===== config.mk =====
export PLATFORM = sky130hd
export DESIGN_NAME = scan_test_controller
export DESIGN_NICKNAME = d
export VERILOG_FILES = /design/src/rtl/scan_pkg.sv /design/src/rtl/scan_shift_counter.sv /design/src/rtl/scan_test_controller.sv
export SDC_FILE = /design/constraint.sdc
export NUM_CORES = 1
export LEC_CHECK = 0
export BUFFER_PORTS_ARGS = -buffer_cell sky130_fd_sc_hd__buf_2
export CAP_MARGIN = 30
export CORE_UTILIZATION = 40
export CTS_CLUSTER_DIAMETER = 60
export DETAILED_ROUTE_END_ITERATION = 8
export SYNTH_ARGS = -nofsm -noshare
export SYNTH_HDL_FRONTEND = slang
export SYNTH_SLANG_ARGS = --single-unit

===== constraint.sdc =====
create_clock -name clk -period 5.04 [get_ports clk]
set_input_delay 0.504 -clock clk [delete_from_list [all_inputs] [get_ports clk]]
set_output_delay 0.504 -clock clk [all_outputs]
set_load 0.01 [all_outputs]

===== src/rtl/scan_pkg.sv =====
// Shared types and constants for the scan test controller and its shift-phase counter.
package scan_pkg;

    typedef enum logic [2:0] {
        IDLE,
        LOAD,
        CAPTURE,
        UNLOAD,
        DONE
    } state_t;

    localparam int CHAIN_LEN_DEFAULT = 2;
    localparam int FAULT_CNT_W       = 8;

endpackage


===== src/rtl/scan_shift_counter.sv =====
// Down-counter timing the LOAD and UNLOAD shift phases; holds at zero instead of wrapping.
module scan_shift_counter #(
    parameter int W = 2
) (
    input  logic         clk,
    input  logic         rst_n,
    input  logic         load,
    input  logic [W-1:0] load_value,
    input  logic         dec,
    output logic         zero
);

    logic [W-1:0] count;

    always_ff @(posedge clk or negedge rst_n) begin
        if (!rst_n) begin
            count <= '0;
        end else if (load) begin
            count <= load_value;
        end else if (dec && (count != '0)) begin
            count <= count - 1'b1;
        end
    end

    assign zero = (count == '0);

endmodule


===== src/rtl/scan_test_controller.sv =====
// Applies one scan pattern per start: shift in, one functional capture, shift out, compare
// against the fault-free response and keep a saturating count of failing patterns.
module scan_test_controller
    import scan_pkg::*;
#(
    parameter int CHAIN_LEN = CHAIN_LEN_DEFAULT
) (
    input  logic                   clk,
    input  logic                   rst_n,
    input  logic                   start,
    input  logic [CHAIN_LEN-1:0]   pattern,
    input  logic [CHAIN_LEN-1:0]   expected,
    input  logic                   clear_count,
    input  logic                   scan_out,
    output logic                   scan_enable,
    output logic                   scan_in,
    output logic                   busy,
    output logic                   done,
    output logic [CHAIN_LEN-1:0]   response,
    output logic                   pass,
    output logic [FAULT_CNT_W-1:0] fault_count
);

    localparam int CNT_W = $clog2(CHAIN_LEN + 1);

    state_t               state;
    logic [CHAIN_LEN-1:0] pat_sr;
    logic [CHAIN_LEN-1:0] exp_lat;
    logic [CHAIN_LEN-1:0] resp_next;
    logic                 cnt_load;
    logic                 cnt_dec;
    logic                 cnt_zero;

    always_comb begin
        cnt_load  = ((state == IDLE) && start) || (state == CAPTURE);
        cnt_dec   = ((state == LOAD) || (state == UNLOAD)) && !cnt_zero;
        // First bit unloaded is the last chain flop, so it ends up in the MSB after all shifts.
        resp_next    = response << 1;
        resp_next[0] = scan_out;
    end

    scan_shift_counter #(
        .W(CNT_W)
    ) u_shift_counter (
        .clk        (clk),
        .rst_n      (rst_n),
        .load       (cnt_load),
        .load_value (CNT_W'(CHAIN_LEN - 1)),
        .dec        (cnt_dec),
        .zero       (cnt_zero)
    );

    always_ff @(posedge clk or negedge rst_n) begin
        if (!rst_n) begin
            state       <= IDLE;
            pat_sr      <= '0;
            exp_lat     <= '0;
            scan_enable <= 1'b0;
            scan_in     <= 1'b0;
            busy        <= 1'b0;
            done        <= 1'b0;
            pass        <= 1'b0;
            response    <= '0;
            fault_count <= '0;
        end else begin
            // A clear on the same edge as a failing result takes priority over the increment.
            if (clear_count) begin
                fault_count <= '0;
            end else if ((state == UNLOAD) && cnt_zero && (resp_next != exp_lat) &&
                         (fault_count != '1)) begin
                fault_count <= fault_count + 1'b1;
            end

            case (state)
                IDLE: begin
                    if (start) begin
                        state       <= LOAD;
                        pat_sr      <= pattern << 1;
                        exp_lat     <= expected;
                        scan_enable <= 1'b1;
                        scan_in     <= pattern[CHAIN_LEN-1];
                        busy        <= 1'b1;
                    end
                end
                LOAD: begin
                    if (cnt_zero) begin
                        state       <= CAPTURE;
                        scan_enable <= 1'b0;
                        scan_in     <= 1'b0;
                    end else begin
                        scan_in <= pat_sr[CHAIN_LEN-1];
                        pat_sr  <= pat_sr << 1;
                    end
                end
                CAPTURE: begin
                    state       <= UNLOAD;
                    scan_enable <= 1'b1;
                end
                UNLOAD: begin
                    response <= resp_next;
                    if (cnt_zero) begin
                        state       <= DONE;
                        scan_enable <= 1'b0;
                        done        <= 1'b1;
                        pass        <= (resp_next == exp_lat);
                    end
                end
                DONE: begin
                    state <= IDLE;
                    done  <= 1'b0;
                    busy  <= 1'b0;
                end
                default: begin
                    state <= IDLE;
                end
            endcase
        end
    end

endmodule


# Word level (Yosys, flattened, before mapping)

Cells that the tools add are included.

Bits in registers: 24
Bits in latches: 0
Memory bits (writable): 0
ROM bits: 0
Bits of input ports: 9
Output and inout port bits: 15
Logic and storage cells: 72
Memories: 0

Add/sub/neg operators: 2
Multiply operators: 0
Divide/modulo/power cells: 0
Order comparisons: 0
Equal/unequal tests: 12
Shifts and indexed selects: 0
Multiplexer cells: 20
Bitwise operators: 0
Reductions and logical operators: 27

Operator list:

| operator              | number |
|---|---|
| $mux W8               | 2 |
| $pmux W3 S4           | 1 |
| $reduce_bool A2 Y1    | 6 |
| $reduce_and A2 Y1     | 5 |
| $mux W3               | 3 |
| $reduce_and A3 Y1     | 3 |
| $add A8 B1 Y8 const B | 1 |
| $mux W2               | 4 |
| $ne A2 B2 Y1 const B  | 4 |
| $ne A8 B8 Y1 const B  | 1 |
| $eq A3 B2 Y1 const B  | 2 |
| $logic_and A1 B1 Y1   | 6 |
| $pmux W1 S2           | 3 |
| $mux W1               | 5 |
| $pmux W2 S2           | 1 |
| $eq A3 B1 Y1 const B  | 1 |
| $eq A3 B3 Y1 const B  | 1 |
| $logic_not A3 Y1      | 1 |
| $pmux W1 S3           | 1 |
| $reduce_bool A3 Y1    | 1 |
| $eq A2 B2 Y1          | 1 |
| $logic_not A2 Y1      | 1 |
| $logic_or A1 B1 Y1    | 2 |
| $ne A2 B1 Y1 const B  | 1 |
| 4 further kinds       | 4 |

# Logic depth before layout (Yosys ltp)

Gate-level depths: netlist of run 1.

Word-level depth: 6
Gate-level depth with buffers: 7
Depth with buffers taken out: 7

# By module

From an unflattened synthesis of run 1, not the netlist that was laid out.

Cell total of the unflattened synthesis: 117
Area total of the unflattened synthesis: 1189.9 um^2

Modules (own cells, without submodules):

| module               | times used | cells each | area each (um^2) | sequential area each (um^2) |
|---|---|---|---|---|
| scan_test_controller | 1          | 104        | 1057.3           | 525.5 |
| scan_shift_counter   | 1          | 13         | 132.6            | 50.0 |

# Least setup slack after synthesis of run 1

No wires, ideal clock.

Path type: reg-to-reg
Start: register u_shift_counter.count[0]
End: register fault_count[5]
Library setup time: 0.078 ns
Arrival: 1.607 ns
Required time: 4.962 ns
Path slack: 3.355 ns
Cell stages (with the launch flop): 7
Buffers on the path: 0
Clock period less this slack: 1.685 ns
Cells stage by stage: dfrtp_1 inv_1 ha_1 nand4b_4 a211o_1 or3_1 a21oi_1

Cells in the longest elaborated chain, start to end: 5

Ends and longest elaborated chain:

| what                              | line                       | text |
|---|---|---|
| start, declared                   | scan_shift_counter.sv:13   | `logic [W-1:0] count;` |
| start signal, assigned            | scan_shift_counter.sv:19   | `count <= load_value;` |
| start signal, assigned            | scan_shift_counter.sv:21   | `count <= count - 1'b1;` |
| $logic_not A2 Y1                  | scan_shift_counter.sv:25   | `assign zero = (count == '0);` |
| $logic_and A1 B1 Y1 (3 in series) | scan_test_controller.sv:69 | `end else if ((state == UNLOAD) && cnt_zero && (resp_next != exp_lat) &&` |
| $reduce_bool A2 Y1 (no line)      | -                          |  |
| end signal, assigned              | scan_test_controller.sv:71 | `fault_count <= fault_count + 1'b1;` |
| end, declared                     | scan_test_controller.sv:21 | `output logic [FAULT_CNT_W-1:0] fault_count` |

Every way passes these cells.
A chain may end at the register's enable or synchronous reset.

# Worst setup path after layout of run 1

Start: register u_shift_counter.count[0]
End: register fault_count[7]

The elaborated chain is that of the path after synthesis.

==> impl_metrics.tcl, run 1 <==
set metrics [dict create \
    status "complete, no violations" \
    fin_crit_ns 1.861 \
    peakVddDrop_mv 0.2294 \
    worstSkewPairLatency_ns 0.32 \
    vias_per_cell 5.318 \
    row_count 19 \
    grt_max_degree 24 \
    stdcell_area_sq_um 1335 \
    cp_data_required_time_ns 5.30 \
    fin_util_pct 48.00 \
    reg2reg_depth 6 \
    grt_overflow 0 \
    pin_count 24 \
    crit_arrival_ns 2.12 \
    crit_family "compound AO/OA/AOI/OAI gates" \
    synth_compound_area_share_pct 18.30 \
    ys_types 36 \
    p_leak_nw 0.5945 \
    hpwl_um 1679 \
    grt.total_usage_pct 15.99 \
    clkTransAtPathRegs_ns 0.14 \
    crit_path_end_kind "flip-flop" \
    cts_resized 0 \
    dr.pass1.iters 4 \
    cts_sinks 23 \
    syn_to_final_growth_pct 13.51 \
    reg2reg_from "u_shift_counter.count[0]" \
    hold_path.class "in -> async" \
    skew_ns 0.01800 \
    max_slew_margin_pct 52.63 \
    rsz0062_at_grt "false" \
    critical-path-slowest-cell "dfrtp_1" \
    place_congestion 0.8421 \
    cp_num_buf_inv 1 \
    fin_ws_ns 3.179 \
    synthMuxAreaShare_pct 4.681 \
    postCtsHoldBufs 0 \
    multi_input_comb_area_sq_um 548.0 \
    vias 904 \
    cp_cell_sequence "inv_1 -> ha_1 -> nand4b_4 -> a211o_1 -> or3_1 -> a21oi_1" \
    drive_above_1_share_pct 26.62 \
    timing.final.crit_share_pct 36.92 \
    holdWs_ns 0.1222 \
    fillCellCount 273 \
    synth-xor-area-share_pct 5.000 \
    die_w_um 56.23 \
    cts_buffers 3 \
    routedWlPerCell_um 13.23 \
    detailedPlace.worstSlack_ns 3.200 \
    placed_cell_area_sq_um 1308 \
    wirelength_um 2249 \
    cts_root_buf "clkbuf_4" \
    antenna_left 0 \
    r2r-end "fault_count[7]" \
    port_buffers 23 \
    core_sq_um 2781 \
    avgSynthCellArea_sq_um 10.14 \
    max_freq_mhz 537.4 \
    final_cell_mix "dfrtp_1, buf_2, o21ai_0" \
    setup_viol 0 \
    powerDensity_nw_per_um2 489.7 \
    antenna_cells 0 \
    synth_simple_gate_area_share_pct 16.49 \
    nets 151 \
    final-seq-area_sq_um 575.6 \
    synth_area_sq_um 1176 \
    h-tree-depth 1 \
    cp-start-kind "flip-flop" \
    cp_slowest_stage_delay_ns 0.41 \
    route.detailed.drc 0 \
    finalSetupTns_ns 0 \
    antenna_found_initial 0 \
    synth_seq_cells 23 \
    worst_pin_slew_ns 0.7051 \
    initial_core_util_pct 42.29 \
    grt_pass1_vias 862 \
    clk_path_buf_depth 2 \
    dieArea_sq_um 3161 \
    syn_inst 116 \
    die_h_um 56.23 \
    rrSetupSlack_ns 3.18 \
    ys_warn_count 0 \
    seq_area_frac_synth_pct 48.94 \
    crit_fanout 7 \
    slew_viol_final 0 \
    synth_top_family_by_area "compound AO/OA/AOI/OAI gates" \
    mappedNetlistNets 127 \
    crit_type "reg -> reg" \
    maxCapViolCount 0 \
    cts_tree "done" \
    drtIter0Drc 30 \
    hold_viol_final 0 \
    grt_pass1_wl_um 3912 \
    post-cts-setup-buffers 0 \
    yosys.area_share.adder_pct 2.128 \
]
[layout make-up]
cell class	instances	area share [%]
sequential	23	43.11
timing repair buffer	23	8.622
inverter	8	2.249
clock buffer	3	1.687
multi-input combinational	81	41.05
clock inverter	1	0.3749
tap	31	2.905
[worst register-to-register path, cell delays in order, from the launching register on]
cell,delay (ns)
dfrtp_1,0.41
inv_1,0.08
ha_1,0.32
nand4b_4,0.17
a211o_1,0.37
or3_1,0.32
a21oi_1,0.15
[logic make-up (layout without fill, tap and decap cells)]
family                     count (synthesis)  count (layout)
AOI/OAI and AO/OA                         35              35
buffers and inverters                     12              35
xor gates and xnor gates                   5               5
DFF                                       23              23
muxes                                      5               5
and+or+nand+nor                           34              34
adders and majority gates                  2               2
[worst max path at each step]
stage / start / end / slack [ns] / depth (start not counted)
2_1_floorplan: u_shift_counter.count[0] / fault_count[5] / 3.36 / 6
3_3_place_gp: u_shift_counter.count[0] / fault_count[7] / 3.26 / 6
3_5_place_dp: u_shift_counter.count[0] / fault_count[5] / 3.20 / 6
4_1_cts: u_shift_counter.count[0] / fault_count[7] / 3.18 / 6
5_1_grt: u_shift_counter.count[0] / fault_count[6] / 3.03 / 6
6_report: u_shift_counter.count[0] / fault_count[7] / 3.18 / 6
[state kept, by name (all words and copies together) (netlist names)]
| register | cells |
|---|---|
| scan_in | 1 |
| response | 2 |
| exp_lat | 2 |
| busy | 1 |
| done | 1 |
| fault_count | 8 |
| state | 3 |
| pass | 1 |
| u_shift_counter.count | 2 |
| pat_sr | 1 |
| scan_enable | 1 |
[synth_stat cells, drive strengths merged]
master / count / share of area (%)
nand4b: 1 / 2.0
a22oi: 1 / 0.64
o211ai: 1 / 0.64
nand2: 5 / 1.6
xnor2: 2 / 1.5
o31ai: 5 / 3.2
dfrtp: 23 / 49
a31oi: 1 / 0.53
a211o: 1 / 0.74
nand2b: 2 / 1.1
nand4: 1 / 0.53
mux2: 4 / 3.8
a2111oi: 1 / 0.85
nor2b: 2 / 1.1
nand3: 4 / 1.7
a211oi: 2 / 1.3
o21ai: 12 / 5.4
and3: 1 / 0.53
or3: 6 / 3.3
a22o: 1 / 0.74
mux2i: 1 / 0.85
nor2: 8 / 2.6
inv: 8 / 2.6
clkbuf: 1 / 0.32
ha: 2 / 2.1
xor2: 3 / 3.5
a21oi: 10 / 4.3
nor3: 2 / 0.85
nor3b: 1 / 0.64
or4: 1 / 0.64
buf: 3 / 1.6
[per-stage QoR]
step                      power (mW)  cells
after global placement        0.5656    166
after floorplan               0.5062    116
final                         0.6538    170
after global routing          0.7150    170
after detailed placement      0.5734    166
after CTS                     0.6618    170
[per-layer routing]
metal	wire length, um	up-vias	track usage (%)
met5	0	-	0
met4	33	0	7.317
met3	62	4	2.326
met2	976	16	22.96
met1	1178	425	23.76
li1	-	459	-
[power by group]
part	internal, mW	switching [mW]	leakage (nW)	total [mW]
registers	0.241	0.0664	0.288	0.307
clock network	0.0297	0.0574	0.0177	0.0871
logic	0.123	0.136	0.289	0.259
total	0.394	0.260	0.595	0.654
Note: power is estimated with default switching activity, not from simulation.
==> inputs of run 2 (changes only) <==
- clock period: 5.04 -> 1.6 ns (I/O delays scaled with it)
==> impl_metrics.tcl, run 2 (same netlist as run 1, synthesis figures left out) <==
set metrics [dict create \
    status "complete, but fails checks" \
    violations "negative setup slack" \
    core_sq_um 2781 \
    stdcell_area_sq_um 1524 \
    drtIter0Drc 34 \
    worstSkewPairLatency_ns 0.32 \
    worst_pin_slew_ns 0.5172 \
    dp.cells 180 \
    nets 169 \
    peakVddDrop_mv 1.031 \
    placed_cell_area_sq_um 1425 \
    fin_cells 188 \
    p_leak_nw 0.6860 \
    cts_tree "done" \
    pin_count 24 \
    cp-start-kind "flip-flop" \
    grt_pass1_wl_um 4202 \
    grt_pass1_vias 941 \
    power_mw 2.377 \
    die_w_um 56.23 \
    cts_buffers 3 \
    grt.total_usage_pct 17.10 \
    row_count 19 \
    place_congestion 0.7597 \
    top_register "fault_count" \
    hold_path.class "in -> reg" \
    largest_register_ffs 8 \
    hpwl_um 1839 \
    crit_path_end_kind "flip-flop" \
    route.detailed.drc 0 \
    fin_crit_ns 1.626 \
    detailedPlace.worstSlack_ns -0.03996 \
    timing.final.crit_share_pct 101.6 \
    initial_core_util_pct 42.29 \
    antenna_found_initial 0 \
    hold_viol_final 0 \
    crit_arrival_ns 1.89 \
    cts_sinks 23 \
    fillCellCount 246 \
    antenna_cells 0 \
    antenna_left 0 \
    syn_to_final_growth_pct 29.57 \
    drive_above_1_share_pct 39.49 \
    fin_util_pct 54.79 \
    port_buffers 23 \
    setup.worst_path.start "u_shift_counter.count[0]" \
    dieArea_sq_um 3161 \
    cts_root_buf "clkbuf_4" \
    hp-start "pattern[0]" \
    fin_ws_ns -0.02573 \
    wirelength_um 2555 \
    reg2reg_from "u_shift_counter.count[0]" \
    setup_viol 3 \
    maxCapViolCount 0 \
    max_freq_mhz 615.1 \
    grt_max_degree 24 \
    rsz0062_at_grt "true" \
    final_cell_mix "dfrtp_1, buf_2, buf_4" \
    clk_path_buf_depth 2 \
    h-tree-depth 1 \
    max_slew_margin_pct 65.52 \
    vias 1025 \
    slew_viol_final 0 \
    skew_ns 0.002923 \
    crit_fanout 5 \
    clkTransAtPathRegs_ns 0.13 \
    dr.pass1.iters 4 \
    grt_overflow 0 \
    die_h_um 56.23 \
    top_regs "fault_count: 8 flops, state: 3 flops" \
    vias_per_cell 5.452 \
    routedWlPerCell_um 13.59 \
    powerDensity_nw_per_um2 1560 \
    crit_type "reg -> reg" \
    cp_data_required_time_ns 1.86 \
]
run 2: cell types whose count changed in the layout (fill, tap and decap cells not counted), moves of 2 or more:
cell | before | now
a21oi_2 | 0 | 2
inv_2 | 1 | 3
a21oi_1 | 10 | 8
buf_4 | 0 | 17
inv_1 | 7 | 5
run 2: area by class of cell:
cell class                 instances  area (sq um)  area share (%)
clock buffer                       3         22.52           1.478
timing repair buffer              41         252.7           16.58
inverter                           8         30.03           1.970
clock inverter                     1         5.005          0.3284
multi-input combinational         81         599.3           39.33
tap                               31         38.79           2.545
sequential                        23         575.6           37.77
run 2: layer usage:
| layer | GRT usage [%] | part of all wire [%] | up-vias |
|---|---|---|---|
| li1 | - | - | 497 |
| met4 | 7.317 | 1.8 | 0 |
| met2 | 27.21 | 47 | 29 |
| met1 | 23.50 | 48 | 494 |
| met3 | 2.093 | 3.4 | 5 |
| met5 | 0 | 0 | - |
run 2: metrics by stage:
step	TNS, ns	hold slack [ns]
6_report	-0.04014	0.04129
5_1_grt	-0.5439	0.07000
4_1_cts	-0.008779	0.03709
3_5_place_dp	-0.1071	0.1709
3_3_place_gp	-0.002014	0.1646
2_1_floorplan	0	-0.1356
run 2: power by group:
part           internal [mW]  total [mW]  switching, mW  leakage (nW)
clock network         0.0937       0.280          0.186        0.0177
logic                  0.571        1.18          0.607         0.380
registers              0.760       0.920          0.160         0.288
total                   1.42        2.38          0.953         0.686
run 2: worst paths after layout:
kind,to,slack (ns),depth (start not counted)
setup reg to reg,fault_count[4],-0.03,7
max in group asynchronous,fault_count[0],0.93,2
setup / recovery,fault_count[4],-0.03,7
hold reg to reg,pass,0.51,2
hold / removal,pat_sr[1],0.04,3
min in group asynchronous,fault_count[6],0.33,2
run 2: timing repair:
action,in CTS,in global routing
buffers inserted,1,2
endpoints found under the hold margin,23,0
hold buffers,1,0
gates resized for setup,3,6
endpoints found under the setup margin,5,6
pin swaps,3,1
run 2: worst max-delay path, stage by stage (launching register included):
cell,delay [ns]
dfrtp_1,0.41
inv_2,0.08
ha_4,0.15
nand4b_4,0.13
inv_2,0.11
o21ai_4,0.07
or4_4,0.49
a21oi_2,0.12
==> inputs of run 3 (changes only) <==
- CELL_PAD_IN_SITES_DETAIL_PLACEMENT: not set -> 1
- CELL_PAD_IN_SITES_GLOBAL_PLACEMENT: not set -> 1
- PLACE_DENSITY_LB_ADDON: not set -> 0.1
- clock period: 1.6 -> 1.9 ns (I/O delays scaled with it)
==> impl_metrics.tcl, run 3 (same netlist as run 1, synthesis figures left out) <==
set metrics [dict create \
    status "complete, no violations" \
    hpwl_um 1872 \
    crit_type "reg -> reg" \
    cts_buffers 3 \
    initial_core_util_pct 42.29 \
    nets 156 \
    p_leak_nw 0.6182 \
    vias_per_cell 5.560 \
    drtIter0Drc 12 \
    port_buffers 23 \
    setup_viol 0 \
    fin_crit_ns 1.752 \
    p_sw_mw 0.7250 \
    fin_ws_ns 0.1480 \
    seqPwrFrac_pct 44.3 \
    largest_register_ffs 8 \
    clk_path_buf_depth 2 \
    cp_slowest_stage_delay_ns 0.42 \
    timing.final.crit_share_pct 92.21 \
    intPower_mw 1.073 \
    h-tree-depth 1 \
    crit_family "compound AO/OA/AOI/OAI gates" \
    maxCapViolCount 0 \
    fin_cells 175 \
    place_congestion 0.7421 \
    fillCellCount 344 \
    drive_above_1_share_pct 30.56 \
    top_register "fault_count" \
    core_sq_um 2781 \
    antenna_left 0 \
    skew_ns 0.001210 \
    crit_path_end_kind "flip-flop" \
    fin_util_pct 49.98 \
    die_h_um 56.23 \
    dieArea_sq_um 3161 \
    power_frac_clock_pct 13.3 \
    switching_share_pct 40.32 \
    crit_fanout 6 \
    top_regs "fault_count: 8 flops, state: 3 flops" \
    dr.pass1.iters 4 \
    detailedPlace.worstSlack_ns 0.1609 \
    antenna_cells 0 \
    die_w_um 56.23 \
    pin_count 24 \
    rrSetupSlack_ns 0.15 \
    crit_arrival_ns 2.02 \
    peakVddDrop_mv 1.081 \
    critical-path-slowest-cell "dfrtp_1" \
    grt.total_usage_pct 19.00 \
    grt_max_degree 24 \
    route.detailed.drc 0 \
    final_cell_mix "dfrtp_1, buf_2, o21ai_0" \
    cp_cell_sequence "inv_1 -> ha_2 -> nand4b_4 -> a211o_4 -> or3_1 -> a21oi_2" \
    grt_pass1_wl_um 4671 \
    hold_viol_final 0 \
    cp-start-kind "flip-flop" \
    wirelength_um 2643 \
    combPwrFrac_pct 42.4 \
    max_freq_mhz 570.8 \
    post-cts-setup-buffers 0 \
    max_slew_margin_pct 64.06 \
    dp.cells 170 \
    antenna_found_initial 0 \
    vias 973 \
    cp_num_buf_inv 1 \
    cts_tree "done" \
    cts_root_buf "clkbuf_4" \
    grt_pass1_vias 992 \
    row_count 19 \
    cts_sinks 23 \
    grt_overflow 0 \
    worst_pin_slew_ns 0.5392 \
    cp_data_required_time_ns 2.16 \
    clkTransAtPathRegs_ns 0.13 \
    routedWlPerCell_um 15.10 \
    hold_path.class "in -> reg" \
    syn_to_final_growth_pct 18.19 \
    worstSkewPairLatency_ns 0.32 \
    powerDensity_nw_per_um2 1294 \
    slew_viol_final 0 \
]
## run 3: power groups by stage
stage	Sequential [mW]	Clock [mW]	Combinational, mW
floorplan	0.785	0	0.557
global placement	0.803	0	0.732
detailed placement	0.811	0	0.755
CTS	0.800	0.249	0.760
global route	0.825	0.264	0.865
finish	0.797	0.239	0.762
## run 3: through the flow
stage / total power, mW / hold slack [ns] / area (sq um) / setup TNS, ns
CTS: 1.810 / 0.06163 / 1375 / 0
floorplan: 1.343 / -0.1056 / 1176 / 0
global placement: 1.535 / 0.2049 / 1338 / 0
global route: 1.954 / 0.06839 / 1390 / -0.003803
detailed placement: 1.567 / 0.2103 / 1338 / 0
finish: 1.798 / 0.06955 / 1390 / 0
## run 3: worst reg2reg max path: cells and delay by family, from the launching register on
| family | cells | cell delay [ns] |
|---|---|---|
| adders and majority gates | 1 | 0.21 |
| and+or+nand+nor | 2 | 0.47 |
| DFF | 1 | 0.42 |
| buffers and inverters | 1 | 0.09 |
| AOI/OAI and AO/OA | 2 | 0.51 |
## run 3: final timing paths
kind | startpoint | endpoint | cells after the start
setup / recovery | u_shift_counter.count[0] | fault_count[5] | 6
hold / removal | pattern[0] | pat_sr[1] | 3
setup reg to reg | u_shift_counter.count[0] | fault_count[5] | 6
hold reg to reg | pass | pass | 2
max in group asynchronous | rst_n | scan_enable | 2
min in group asynchronous | rst_n | fault_count[0] | 2
## run 3: repair_timing
| item | in CTS | in global routing |
|---|---|---|
| hold buffers | 1 | 0 |
| endpoints found under the setup margin | 0 | 4 |
| resized for setup | 0 | 3 |
| endpoints found under the hold margin | 23 | 0 |
## run 3: final cells by class
class	count	area (sq um)	area share [%]
tap	31	38.79	2.790
clock buffer	3	22.52	1.620
multi-input combinational	81	563.0	40.50
sequential	23	575.6	41.40
timing repair buffer	28	155.1	11.16
clock inverter	1	5.005	0.3600
inverter	8	30.03	2.160
## run 3: metal layers
| layer | GRT usage (%) | wire length [um] | vias up |
|---|---|---|---|
| met1 | 27.37 | 1343 | 479 |
| met4 | 8.362 | 38 | 0 |
| met5 | 0 | 0 | - |
| met2 | 28.91 | 1183 | 15 |
| met3 | 2.093 | 77 | 5 |
| li1 | - | - | 474 |
